==> config.mk <==
export PLATFORM = sky130hd
export DESIGN_NAME = ps2_game_keys
export DESIGN_NICKNAME = d
export VERILOG_FILES = /design/src/rtl/ps2_game_keys.sv
export SDC_FILE = /design/constraint.sdc
export NUM_CORES = 1
export LEC_CHECK = 0
export CAP_MARGIN = 40
export CORE_AREA = 10 10 69 71
export DETAILED_ROUTE_END_ITERATION = 8
export DIE_AREA = 0 0 79 81
export HOLD_SLACK_MARGIN = 0.02
export PLACE_DENSITY = 0.69
export SLEW_MARGIN = 40
export SYNTH_ARGS = -nofsm -noshare
export SYNTH_HDL_FRONTEND = slang
export SYNTH_SLANG_ARGS = --single-unit
export TNS_END_PERCENT = 1
==> constraint.sdc <==
create_clock -name CLOCK_50 -period 1.7 [get_ports CLOCK_50]
set_input_delay 0.51 -clock CLOCK_50 [delete_from_list [all_inputs] [get_ports CLOCK_50]]
set_output_delay 0.51 -clock CLOCK_50 [all_outputs]
set_load 0.1 [all_outputs]
==> src/rtl/ps2_game_keys.sv <==
// ps2_game_keys: turns raw PS/2 Set-2 scan-code bytes into held-key levels for the game.
//   CLOCK_50     in  system clock, rising edge
//   reset        in  asynchronous active-low reset
//   byte_in      in  [7:0] received byte, valid while byte_valid=1
//   byte_valid   in  one-cycle strobe per received byte
//   key_left     out Left held
//   key_right    out Right held
//   key_fire     out Fire held
//   fire_pulse   out one-cycle pulse on a fresh Fire press
//   move_left    out Left held and Right not held
//   move_right   out Right held and Left not held
//   game_reset_n out low while Restart held
module ps2_game_keys #(
    parameter int          TIMEOUT_CYCLES = 1000000,
    parameter logic [7:0]  CODE_LEFT      = 8'h6B,
    parameter logic [7:0]  CODE_RIGHT     = 8'h74,
    parameter logic [7:0]  CODE_FIRE      = 8'h29,
    parameter logic [7:0]  CODE_RESTART   = 8'h2D
) (
    input  logic       CLOCK_50,
    input  logic       reset,
    input  logic [7:0] byte_in,
    input  logic       byte_valid,
    output logic       key_left,
    output logic       key_right,
    output logic       key_fire,
    output logic       fire_pulse,
    output logic       move_left,
    output logic       move_right,
    output logic       game_reset_n
);
    localparam int CW = $clog2(TIMEOUT_CYCLES + 1);
    localparam logic [CW-1:0] CNT_MAX = CW'(TIMEOUT_CYCLES - 1);

    typedef enum logic [1:0] {IDLE, EXT, BRK, EXT_BRK} state_t;

    // Flag vector layout: {restart, fire, right, left}
    localparam int FL = 0, FR = 1, FF = 2, FS = 3;

    state_t          state_q, state_d;
    logic [CW-1:0]   cnt_q, cnt_d;
    logic [3:0]      flags_q, flags_d;
    logic            pulse_q, pulse_d;
    logic [3:0]      hit;
    logic            is_prefix, clr, make_ev, break_ev;

    always_ff @(posedge CLOCK_50 or negedge reset) begin
        if (!reset) begin
            state_q <= IDLE;
            cnt_q   <= '0;
            flags_q <= '0;
            pulse_q <= 1'b0;
        end else begin
            state_q <= state_d;
            cnt_q   <= cnt_d;
            flags_q <= flags_d;
            pulse_q <= pulse_d;
        end
    end

    // Next state: bytes take priority over an expiring prefix.
    always_comb begin
        state_d = state_q;
        if (byte_valid) begin
            case (state_q)
                IDLE:    state_d = byte_in == 8'hE0 ? EXT : byte_in == 8'hF0 ? BRK : IDLE;
                EXT:     state_d = byte_in == 8'hF0 ? EXT_BRK : byte_in == 8'hE0 ? EXT : IDLE;
                default: state_d = IDLE;
            endcase
        end else if (state_q != IDLE && cnt_q == CNT_MAX) begin
            state_d = IDLE;
        end
    end

    // Prefix age counter; saturates at the timeout value.
    always_comb begin
        cnt_d = (byte_valid || state_q == IDLE) ? '0 :
                (cnt_q == CNT_MAX) ? cnt_q : cnt_q + 1'b1;
    end

    // Event decode and flag update. Key identity ignores E0, so only the code byte is compared.
    always_comb begin
        hit       = {byte_in == CODE_RESTART, byte_in == CODE_FIRE,
                     byte_in == CODE_RIGHT, byte_in == CODE_LEFT};
        is_prefix = byte_in == 8'hE0 || byte_in == 8'hF0;
        clr       = byte_valid && state_q == IDLE && (byte_in == 8'h00 || byte_in == 8'hFF);
        make_ev   = byte_valid && !is_prefix && !clr && (state_q == IDLE || state_q == EXT);
        break_ev  = byte_valid && !is_prefix && (state_q == BRK || state_q == EXT_BRK);
        flags_d   = clr ? 4'b0 :
                    make_ev ? flags_q | hit :
                    break_ev ? flags_q & ~hit : flags_q;
        pulse_d   = make_ev && hit[FF] && !flags_q[FF];
    end

    always_comb begin
        key_left     = flags_q[FL];
        key_right    = flags_q[FR];
        key_fire     = flags_q[FF];
        fire_pulse   = pulse_q;
        move_left    = flags_q[FL] & ~flags_q[FR];
        move_right   = flags_q[FR] & ~flags_q[FL];
        game_reset_n = ~flags_q[FS];
    end
endmodule

==> flow_summary.toml <==
[status]
outcome = "complete, but fails checks"
violations = "negative setup slack"

[synth]
synth_edf_count = 0
synth.most_common_cell = "dfrtp_1"
synth_cell_types = 40
yosys_register_bits = 27
synth_top_family_by_area = "simple AND/OR/NAND/NOR gates"
synth_ff_type = "dfrtp_1"
synth_top_cell_area_share_pct = 45.2
synth.area.top_cells = "dfrtp_1, nand4_1, xnor2_1"
synth_common_cells = "dfrtp_1, nor2_1, nand2_1, o21ai_0, nand4_1"
ys_seq_area_share_pct = 45.2
synthXorXnorAreaFrac_pct = 4.68
synth_mux_area_share_pct = 0
syn_nets = 175
synth_compound_area_share_pct = 14.1
syn_area_sq_mm = 0.00150
synth_top_cell_by_area = "dfrtp_1"
syn_inst = 163
synthArstFlopShare_pct = 100
postSynthAreaPerCell_sq_um = 9.18
synth-simple-area-share_pct = 32.9
synth_fa_ha_area_share_pct = 0.836
yosysWarnings = 0

[final_layout]
design_area_sq_mm = 0.00224
drive_gt1_share_pct = 36.2
area_delta_synth_final_pct = 49.5
finish.utilization_pct = 63.5
nets = 231
antenna_cells = 0

[clocking]
cts_max_path_buffers = 2
insertion_delay_ps = 320
cts_tree = "yes"
hold_buffers = 0
cts_made_buffers = 3
htreeDepth = 1
cts.clk_slew.worst_paths_ps = 150
clockRootBuffer = "clkbuf_4"
cts_sinks = 27

[routing]
wl_um = 4070
first_pass_iters = 5
drc = 0
drtIter0Drc = 129
via_count = 1504
vias_per_cell = 5.65
ant_nets = 0
wire_per_inst_um = 15.3

[timing]
layout_min_cycle_time_ps = 1700
report.final.slew_viol_count = 0
layout_worst_path_cycle_share_pct = 100
finalHoldViolCount = 0
fin_ws_ps = -4.88
setup_viol = 1
slew_headroom_pct = 73.7
worst_pin_slew_ps = 391
rsz0062_at_grt = "yes"
finalClockSkew_ps = 1.71
fmax_ghz = 0.587

[place]
gp_congestion = 0.892
placed_area_sq_mm = 0.00209
port_buffers = 17
dp_hpwl_um = 2990
place_ws_ps = -556

[worst_hold_path]
hold_class = "input port to async pin"

[floorplan]
initial_utilization_pct = 42.5
io_pins = 18
rows = 22
die_area_sq_mm = 0.00640
core_sq_mm = 0.00352
dieWidth_um = 79
die-height_um = 81

[setup_path]
rrSetupSlack_ps = 10
slowest_stage = "dfrtp_4"
crit_arrival_ps = 1190
cp-end-kind = "output pin"
cp_max_fo = 3
reg2reg_from = "cnt_q[8]"
required_ps = 1190
path_buf_inv = 1
r2r-end = "cnt_q[19]"
cp_top_family = "flip-flops"
reg2reg_depth = 4
crit_path_cell_trace = "nor2_4 > buf_12"
critPathKind = "flop to output pin"
slowest_delay_ps = 540
crit_path_start_kind = "flop"

[job]
cap_violations = 0

[global_route]
grt_pass1_vias = 1454
busiest_layer = "met2"
grt_pass1_wl_um = 6690
use_met2_pct = 23.4
grt_overflow = 0
gr-usage-all-layers_pct = 12.5
antenna_found_initial = 0
grt_max_degree = 28
use_met3_pct = 2.76
grt_use_met1_pct = 14.5

[power]
ir_worst_vdd_mv = 0.602
p_total_mw = 1.23
p_per_area_mw_per_mm2 = 552
leakage_nw = 0.887
## cell families (layout without fill, tap and decap cells)
logic type               after synthesis  count (layout)
AO/OA/AOI/OAI                         35              35
XOR/XNOR                               8               8
adder cells (fa/ha/maj)                1               1
buffers and inverters                  9              64
flip-flops                            27              27
AND/OR/NAND/NOR                       83              83
## stage by stage
stage,setup TNS (ps),instances,hold WS [ps]
6_report,-4.88,266,544
5_1_grt,-241,266,537
4_1_cts,-24.9,265,543
3_5_place_dp,-5330,261,528
3_3_place_gp,-4360,261,520
2_1_floorplan,-94.1,163,214
## layer usage
| layer | vias to the layer above | share of wire, % |
|---|---|---|
| li1 | 734 | - |
| met1 | 723 | 44 |
| met2 | 43 | 51 |
| met3 | 4 | 3.7 |
| met4 | 0 | 1.0 |
| met5 | - | 0 |
## worst max path at each step
stage	start	end	slack, ps	cells past startpoint
floorplan	byte_in[0]	flags_q[3]	-40	4
global placement	byte_in[3]	flags_q[3]	-490	5
detailed placement	byte_in[3]	flags_q[0]	-560	5
CTS	flags_q[0]	move_right	-20	2
global route	flags_q[0]	move_right	-70	2
finish	flags_q[0]	move_right	-5	2
## area by class of cell
type	instances	area, sq um
sequential	27	687
timing repair buffer	54	526
multi-input combinational	127	912
clock inverter	1	7.51
tap	48	60.1
inverter	6	22.5
fill	299	1290
clock buffer	3	22.5
## registers in the layout (all words and copies together), names as in the netlist
signal	count
fire_pulse	1
cnt_q	20
state_q	2
flags_q	4
## cells in the final DEF, fill, tap and decap left out, types with 2 or more instances in the layout
master,count
buf_4,32
dfrtp_1,22
nor2_1,12
nand2_1,11
o21ai_0,10
nand4_1,10
dlygate4sd2_1,9
xnor2_1,7
buf_12,7
a21oi_1,6
a31oi_1,6
nor3_1,6
nor4_1,5
buf_6,5
inv_1,4
nand3_1,4
nor4b_2,4
or3_1,4
and3_1,3
clkbuf_4,3
dfrtp_2,3
or4_4,2
inv_2,2
nor2_4,2
and4_1,2
or3_4,2
nor2b_1,2
o22ai_1,2
dfrtp_4,2
## report_power, final
| part | switching (mW) | internal (mW) |
|---|---|---|
| Combinational | 0.176 | 0.110 |
| Sequential | 0.0124 | 0.655 |
| Clock | 0.192 | 0.0900 |
| Total | 0.380 | 0.854 |
## what timing repair did
item                       CTS  global route
setup buffers                0             1
pin swaps                   10             7
gates resized for setup     24            10
setup endpoints to repair   15            21
cloned                       0             0
No activity file was read; power rests on OpenSTA's default activity.
